## src/rtl/cond_logic.sv

```systemverilog
// rtl/cond_logic.sv - condition evaluation, gated write enables, flag register and skip counter
//
// Purpose:
//   Evaluates the 4-bit condition field of each instruction against the
//   registered {N,Z,C,V} flags. Gates the decoder's PC/register/memory write
//   requests with the result, updates the flags from the ALU when the
//   instruction executes, and optionally counts squashed instructions.
//
// Configuration:
//   COND_SKIP_CNT_EN - when defined, builds the saturating skip counter.
//                      When undefined, skip_cnt is tied to 0 and skip_clr
//                      is ignored.
//
// Parameters:
//   CNT_W        width of the skip counter
//
// Ports:
//   clk          clock, rising edge
//   reset        asynchronous active-high reset
//   instr_valid  an instruction is evaluated this cycle
//   cond         condition field
//   aluflags     ALU flags {N,Z,C,V}
//   flagw        bit1 writes N,Z; bit0 writes C,V
//   pcs/regw/memw          ungated write requests
//   pcsrc/regwrite/memwrite condition-gated write enables (combinational)
//   flags        registered {N,Z,C,V}
//   condex_q     registered condition result of the last valid instruction
//   skip_clr     synchronous clear of the skip counter
//   skip_cnt     number of instructions squashed by a failing condition

module cond_logic #(
    parameter int CNT_W = 16
) (
    input  logic             clk,
    input  logic             reset,
    input  logic             instr_valid,
    input  logic [3:0]       cond,
    input  logic [3:0]       aluflags,
    input  logic [1:0]       flagw,
    input  logic             pcs,
    input  logic             regw,
    input  logic             memw,
    output logic             pcsrc,
    output logic             regwrite,
    output logic             memwrite,
    output logic [3:0]       flags,
    output logic             condex_q,
    input  logic             skip_clr,
    output logic [CNT_W-1:0] skip_cnt
);

    logic [3:0] flags_q;
    logic [3:0] flags_d;
    logic       condex;
    logic       exec;
    logic       flag_n;
    logic       flag_z;
    logic       flag_c;
    logic       flag_v;

    assign flag_n = flags_q[3];
    assign flag_z = flags_q[2];
    assign flag_c = flags_q[1];
    assign flag_v = flags_q[0];

    // Evaluated only against registered flags, so a flag write never
    // affects the instruction that produced it.
    always_comb begin
        condex = 1'b0;
        unique case (cond)
            4'b0000: condex = flag_z;
            4'b0001: condex = ~flag_z;
            4'b0010: condex = flag_c;
            4'b0011: condex = ~flag_c;
            4'b0100: condex = flag_n;
            4'b0101: condex = ~flag_n;
            4'b0110: condex = flag_v;
            4'b0111: condex = ~flag_v;
            4'b1000: condex = flag_c & ~flag_z;
            4'b1001: condex = ~flag_c | flag_z;
            4'b1010: condex = (flag_n == flag_v);
            4'b1011: condex = (flag_n != flag_v);
            4'b1100: condex = ~flag_z & (flag_n == flag_v);
            4'b1101: condex = flag_z | (flag_n != flag_v);
            4'b1110: condex = 1'b1;
            4'b1111: condex = 1'b0;
            default: condex = 1'b0;
        endcase
    end

    assign exec     = instr_valid & condex;
    assign pcsrc    = pcs  & exec;
    assign regwrite = regw & exec;
    assign memwrite = memw & exec;

    always_comb begin
        flags_d = flags_q;
        if (exec) begin
            if (flagw[1]) flags_d[3:2] = aluflags[3:2];
            if (flagw[0]) flags_d[1:0] = aluflags[1:0];
        end
    end

    always_ff @(posedge clk or posedge reset) begin
        if (reset) begin
            flags_q  <= 4'b0000;
            condex_q <= 1'b0;
        end else begin
            flags_q <= flags_d;
            if (instr_valid) condex_q <= condex;
        end
    end

    assign flags = flags_q;

`ifdef COND_SKIP_CNT_EN
    logic [CNT_W-1:0] skip_cnt_q;
    logic [CNT_W-1:0] skip_cnt_d;

    // Clear has priority; the count sticks at all-ones instead of wrapping.
    always_comb begin
        skip_cnt_d = skip_cnt_q;
        if (skip_clr)
            skip_cnt_d = '0;
        else if (instr_valid && !condex && (skip_cnt_q != {CNT_W{1'b1}}))
            skip_cnt_d = skip_cnt_q + CNT_W'(1);
    end

    always_ff @(posedge clk or posedge reset) begin
        if (reset) skip_cnt_q <= '0;
        else       skip_cnt_q <= skip_cnt_d;
    end

    assign skip_cnt = skip_cnt_q;
`else
    logic unused_skip_clr;
    assign unused_skip_clr = skip_clr;
    assign skip_cnt        = '0;
`endif

endmodule

```

## config.mk

```make
export PLATFORM = sky130hd
export DESIGN_NAME = cond_logic
export DESIGN_NICKNAME = d
export VERILOG_FILES = /design/src/rtl/cond_logic.sv
export SDC_FILE = /design/constraint.sdc
export NUM_CORES = 1
export LEC_CHECK = 0
export CAP_MARGIN = 20
export CORE_UTILIZATION = 30
export DETAILED_ROUTE_END_ITERATION = 10
export GPL_TIMING_DRIVEN = 1
export PLACE_DENSITY = 0.74
export SKIP_LAST_GASP = 1
export SYNTH_ARGS = -nofsm -noshare
export SYNTH_HDL_FRONTEND = slang
export SYNTH_SLANG_ARGS = --single-unit
```

## constraint.sdc

```tcl
create_clock -name clk -period 1.8 [get_ports clk]
set_input_delay 0.36 -clock clk [delete_from_list [all_inputs] [get_ports clk]]
set_output_delay 0.36 -clock clk [all_outputs]
set_load 0.01 [all_outputs]
```

After elaboration in Yosys (flattened, before gate mapping)
Index checks and enable logic that the tools add are counted.
{ "op_classes": {"bitwise_logic": 12, "div": 0, "order_cmp": 0, "n_mux": 1, "addsub": 0, "reduce_logical": 3, "eq_ne": 17, "n_shift": 0, "n_mul": 0} }
{ "op_table": {"columns": ["op", "n"], "rows": [
  ["4-bit equality test, second input constant", 8],
  ["4-bit by 3-bit equality test with 1-bit output, second input constant", 4],
  ["1-bit case mux with 16 select lines", 1],
  ["4-bit by 2-bit equality test with 1-bit output, second input constant", 2],
  ["1-bit AND", 6],
  ["4-bit by 1-bit equality test with 1-bit output, second input constant", 1],
  ["4-bit logical NOT", 1],
  ["1-bit inverter", 4],
  ["2-bit AND reduction", 2],
  ["1-bit bitwise OR", 2],
  ["1-bit equality test", 1],
  ["1-bit inequality test", 1]
]} }
{ "word_totals": {"out_inout_bits": 24, "mem_bits_rw": 0, "romBits": 0, "in_bits": 17, "latchBits": 0, "wordCells": 36, "mem_count": 0, "ff_bits": 5} }

Depth between registers and ports, before layout
Gate-level depths: netlist of run 1.
{ "logic_depth": {"ltp_word": 5, "ltp_mapped": 6, "depth_no_buf": 5} }

Worst setup path before layout of run 1
Ideal clock, no wire load.
{ "synth_path": {"path_type": "reg-to-output", "startpoint": "register flags_q[0] (netlist: flags[0])", "endpoint": "output port memwrite", "path_stages_with_launch": 6, "n_path_buf": 0, "t_required_ns": 1.440, "path_slack_ns": -0.137, "arrival_time_ns": 1.577, "path_cell_list": "dfrtp_1 xnor2_1 xnor2_1 a2111oi_4 o21a_1 and2_1"} }
{ "synth_between": {"elab_chain_len": 5, "word_cells_on_any_way": 8, "cone_classes": "eq/ne: 2; mux: 1; bitwise: 5"} }
{ "synth_lines": {"columns": ["item", "line", "source"], "rows": [
  ["start: declaration", "52", "logic [3:0] flags_q;"],
  ["start signal: assignment", "109", "flags_q <= flags_d;"],
  ["1-bit inequality test / 1-bit equality test (equally long branches)", null, null],
  ["1-bit bitwise OR / 1-bit AND (equally long branches)", "84, 83", null],
  ["1-bit case mux with 16 select lines (*)", "70", "unique case (cond)"],
  ["1-bit AND (*)", "91", "assign exec = instr_valid & condex;"],
  ["1-bit AND (*)", "94", "assign memwrite = memw & exec;"],
  ["end: declaration", "45", "output logic memwrite,"]
]} }
Mark *: on every way between the ends. The rest lies on a longest branch, timed or not.

Final worst setup path of run 1
{ "layout_path": {"startpoint": "register flags_q[3] (netlist: flags[3])", "endpoint": "output port pcsrc"} }
{ "layout_between": {"elab_chain_len": 5, "word_cells_on_any_way": 8, "cone_classes": "eq/ne: 2; mux: 1; bitwise: 5"} }
{ "layout_lines": {"columns": ["item", "line", "source"], "rows": [
  ["1-bit inequality test / 1-bit equality test (equally long branches)", null, null],
  ["1-bit bitwise OR / 1-bit AND (equally long branches)", "84, 83", null],
  ["1-bit case mux with 16 select lines (*)", "70", null],
  ["1-bit AND (*)", "91", null],
  ["1-bit AND (*)", "92", "assign pcsrc = pcs & exec;"],
  ["end: declaration", "43", "output logic pcsrc,"]
]} }
Marks and branches as above.

==> run summary, run 1 <==
Status -> complete, but fails checks
Failing checks -> setup timing
Post-route minimum period -> 2.273 ns
Sequential-to-total area share from yosys stat -> 21.88%
Mux contribution to synthesized area -> 13.13%
Reg2Reg Depth -> 7
Starting Density -> 32.41%
Worst vdd ir -> 0.6982 mV
Slowest cell on crit path -> dfrtp_2
Clock transition at path regs -> 0.05 ns
Most frequent cells in the layout -> conb_1 (16), clkdlybuf4s50_1 (16), buf_4 (13), buf_6 (4)
H-tree depth reported by CTS -> 1
Number of synthesized flops with an enable pin -> 0
Num ports -> 41
CTS tree -> yes
Layout cells sized above 1 -> 35.64%
Static Leak -> 0.4477 nW
Final Skew -> 0.004922 ns
Via density -> 4.317
Initial drt markers -> 1
Post-synthesis xor/xnor area fraction -> 3.063%
Average cell area after synthesis -> 9.076 µm²
Post-route cell area -> 938.4 µm²
Gr ovfl total -> 0
First-pass GRT wire length -> 2063 µm
Crit Path Max Fanout -> 3
Overall power -> 1.094 mW
Clk_lat worst skew -> 0.24 ns
FP Rows -> 15
Reg-to-reg slack, setup -> -0.20 ns
DRT Wirelength -> 1360 µm
Number of max-cap violations -> 0
Crit Reg-Reg Startpoint -> flags[3]$_DFFE_PP0P_
Seq cells post-synth -> 5
Routed wire length on met3 -> 102 µm
WL/cell -> 10.79 µm
Die Y -> 45.66 µm
Clock buffer depth -> 2
Fmax -> 439.9 MHz
Slew Viols, Final -> 0
Via count -> 544
Final net count -> 119
Clock power share -> 11.6%
Vias in the first global route -> 492
Core area -> 0.001764 mm²
Setup crit start kind -> flip-flop
Count of different cell masters after synthesis -> 28
Antenna-violating nets left -> 0
Cell Area, Placed -> 859.6 µm²
M1 WL -> 560 µm
Sequential Power Share -> 21.8%
Cell area after synthesis -> 571.8 µm²
Clock sinks -> 5
Buffers added on ports -> 23
DRC viols -> 0
Post-synthesis adder-cell area fraction -> 0%
Largest net degree at the start of global routing -> 12
TritonRoute pass-1 iters -> 2
Internal power -> 717.6 µW
Critical-path cell list -> buf_6 > mux2i_2 > mux2i_1 > nand4_1 > o21a_1 > buf_4 > and2_4 > buf_6
Compound-Gate Fraction of Synth Area -> 14.66%
CP max stage delay -> 0.42 ns
Fraction of registers with async set/reset -> 100.0%
RSZ-0062 raised after global routing -> yes
Synthesized-area fraction occupied by and/or/nand/nor cells -> 20.57%
Combinational Power Share -> 66.6%
Met2 WL -> 697 µm
Number of buffers created by CTS -> 3
Setup slack after layout -> -0.4732 ns
Largest family of logic cells by synthesized area -> buffers and inverters
CP Class -> flip-flop to primary output
Worst path most repeated cell -> buf_6
Setup Viol. Count Final -> 7
Ant. Diodes -> 0
Gpl congestion -> 0.7024
Antenna violations before repair -> 0
Hold Path Class -> primary input to asynchronous set/reset pin
Fin crit share -> 126.3%
Gr usage total -> 13.84%
Critical Path Sink Type -> primary output
Synthesis warning total -> 0
R2r endpoint -> flags[1]$_DFFE_PP0P_
Data required time of the worst path -> 1.44 ns
Sw Share -> 34.39%
Syn Inst Count -> 63
Pwr/cell area -> 1165 mW/mm²
P_sw -> 376.1 µW
Die Wd -> 45.66 µm
CP arrival -> 1.91 ns
Top sig layer -> met3
Area grow syn2layout -> 64.11%
Final Hold Vio Count -> 0
Post-synth top flop -> dfrtp_1
Full die area -> 0.002084 mm²
Root Buffer -> clkbuf_4
Detailed placer's ending HPWL -> 1111 µm
[final cells by class]
cell class	instances	area (µm²)
well taps	25	31.28
inverters	3	11.26
flip-flops and latches	5	127.6
clock buffers	4	26.28
fillers	160	825.8
multi-input cells	50	391.6
repair buffers	39	350.3
[cell usage after synthesis, types with 2 or more instances]
cell | count | area share (%)
clkbuf_1 | 2 | 1.3
mux2_2 | 4 | 7.9
inv_1 | 3 | 2.0
nor3_1 | 2 | 1.8
dfrtp_1 | 5 | 22
and2_1 | 3 | 3.3
o211ai_1 | 2 | 2.6
xnor2_1 | 2 | 3.1
mux2i_1 | 3 | 5.3
and3b_1 | 2 | 3.1
and4b_1 | 2 | 3.5
nor4b_1 | 2 | 3.1
buf_4 | 16 | 21
[power groups by stage]
stage	logic (mW)	registers [mW]	clock network (mW)
after detailed placement	0.628	0.233	0
after global routing	0.779	0.248	0.143
after floorplan	0.282	0.258	0
final	0.728	0.239	0.127
after global placement	0.619	0.230	0
after CTS	0.713	0.241	0.134
[what timing repair did]
action / in CTS / in global routing
gates resized for setup: 27 / 4
hold buffers: 0 / 0
pin swaps: 7 / 4
endpoints found under the setup margin: 8 / 7
endpoints found under the hold margin: 0 / 0
setup buffers: 36 / 1
[registers in the layout (all words and copies together), names as in the netlist]
register  cells
condex_q      1
flags         4
[worst max-delay path: cells and delay by family, from the launching register on]
family / cells / cell delay [ns]
AND/OR/NAND/NOR: 2 / 0.28
multiplexers: 2 / 0.40
AO/OA/AOI/OAI: 1 / 0.21
buffers and inverters: 3 / 0.37
flip-flops: 1 / 0.42
[per-stage QoR]
stage | setup TNS (ns) | setup WS, ns | instances | hold WS (ns) | utilization (%)
detailed placement | -6.512 | -1.086 | 119 | 0.4847 | 48.72
global placement | -6.243 | -1.046 | 119 | 0.4931 | 48.72
global route | -2.625 | -0.5595 | 126 | 0.3601 | 53.19
floorplan | -0.0007651 | -0.0002550 | 78 | 0.1384 | -
CTS | -2.348 | -0.4662 | 127 | 0.3194 | 52.77
finish | -1.974 | -0.4732 | 126 | 0.3182 | 53.19
[routing by layer]
layer,global-route usage [%],vias up
li1,-,267
met1,16.50,245
met2,23.71,32
met3,3.175,0
met4,5.455,0
met5,0,-
[how the worst max path moves through the flow]
stage	startpoint	to	slack [ns]
6_report	flags[3]$_DFFE_PP0P_	pcsrc	-0.47
3_5_place_dp	cond[1]	pcsrc	-1.09
3_3_place_gp	cond[1]	regwrite	-1.05
5_1_grt	flags[3]$_DFFE_PP0P_	pcsrc	-0.56
2_1_floorplan	cond[1]	memwrite	-0.0003
4_1_cts	flags[0]$_DFFE_PP0P_	pcsrc	-0.47
[logic make-up (layout without fill, tap and decap cells)]
group,after synthesis,after routing
flops,5,5
buf+inv,23,46
mux,7,7
simple gates,16,16
other cells,1,16
compound gates,9,9
xor+xnor,2,2
No activity file was read; power rests on OpenSTA's default activity.
==> run 2, diff against run 1 <==
- CAP_MARGIN: 20 -> unset
==> results of run 2 <==
No change in the layout: final DEF, timing and power equal those of run 1.
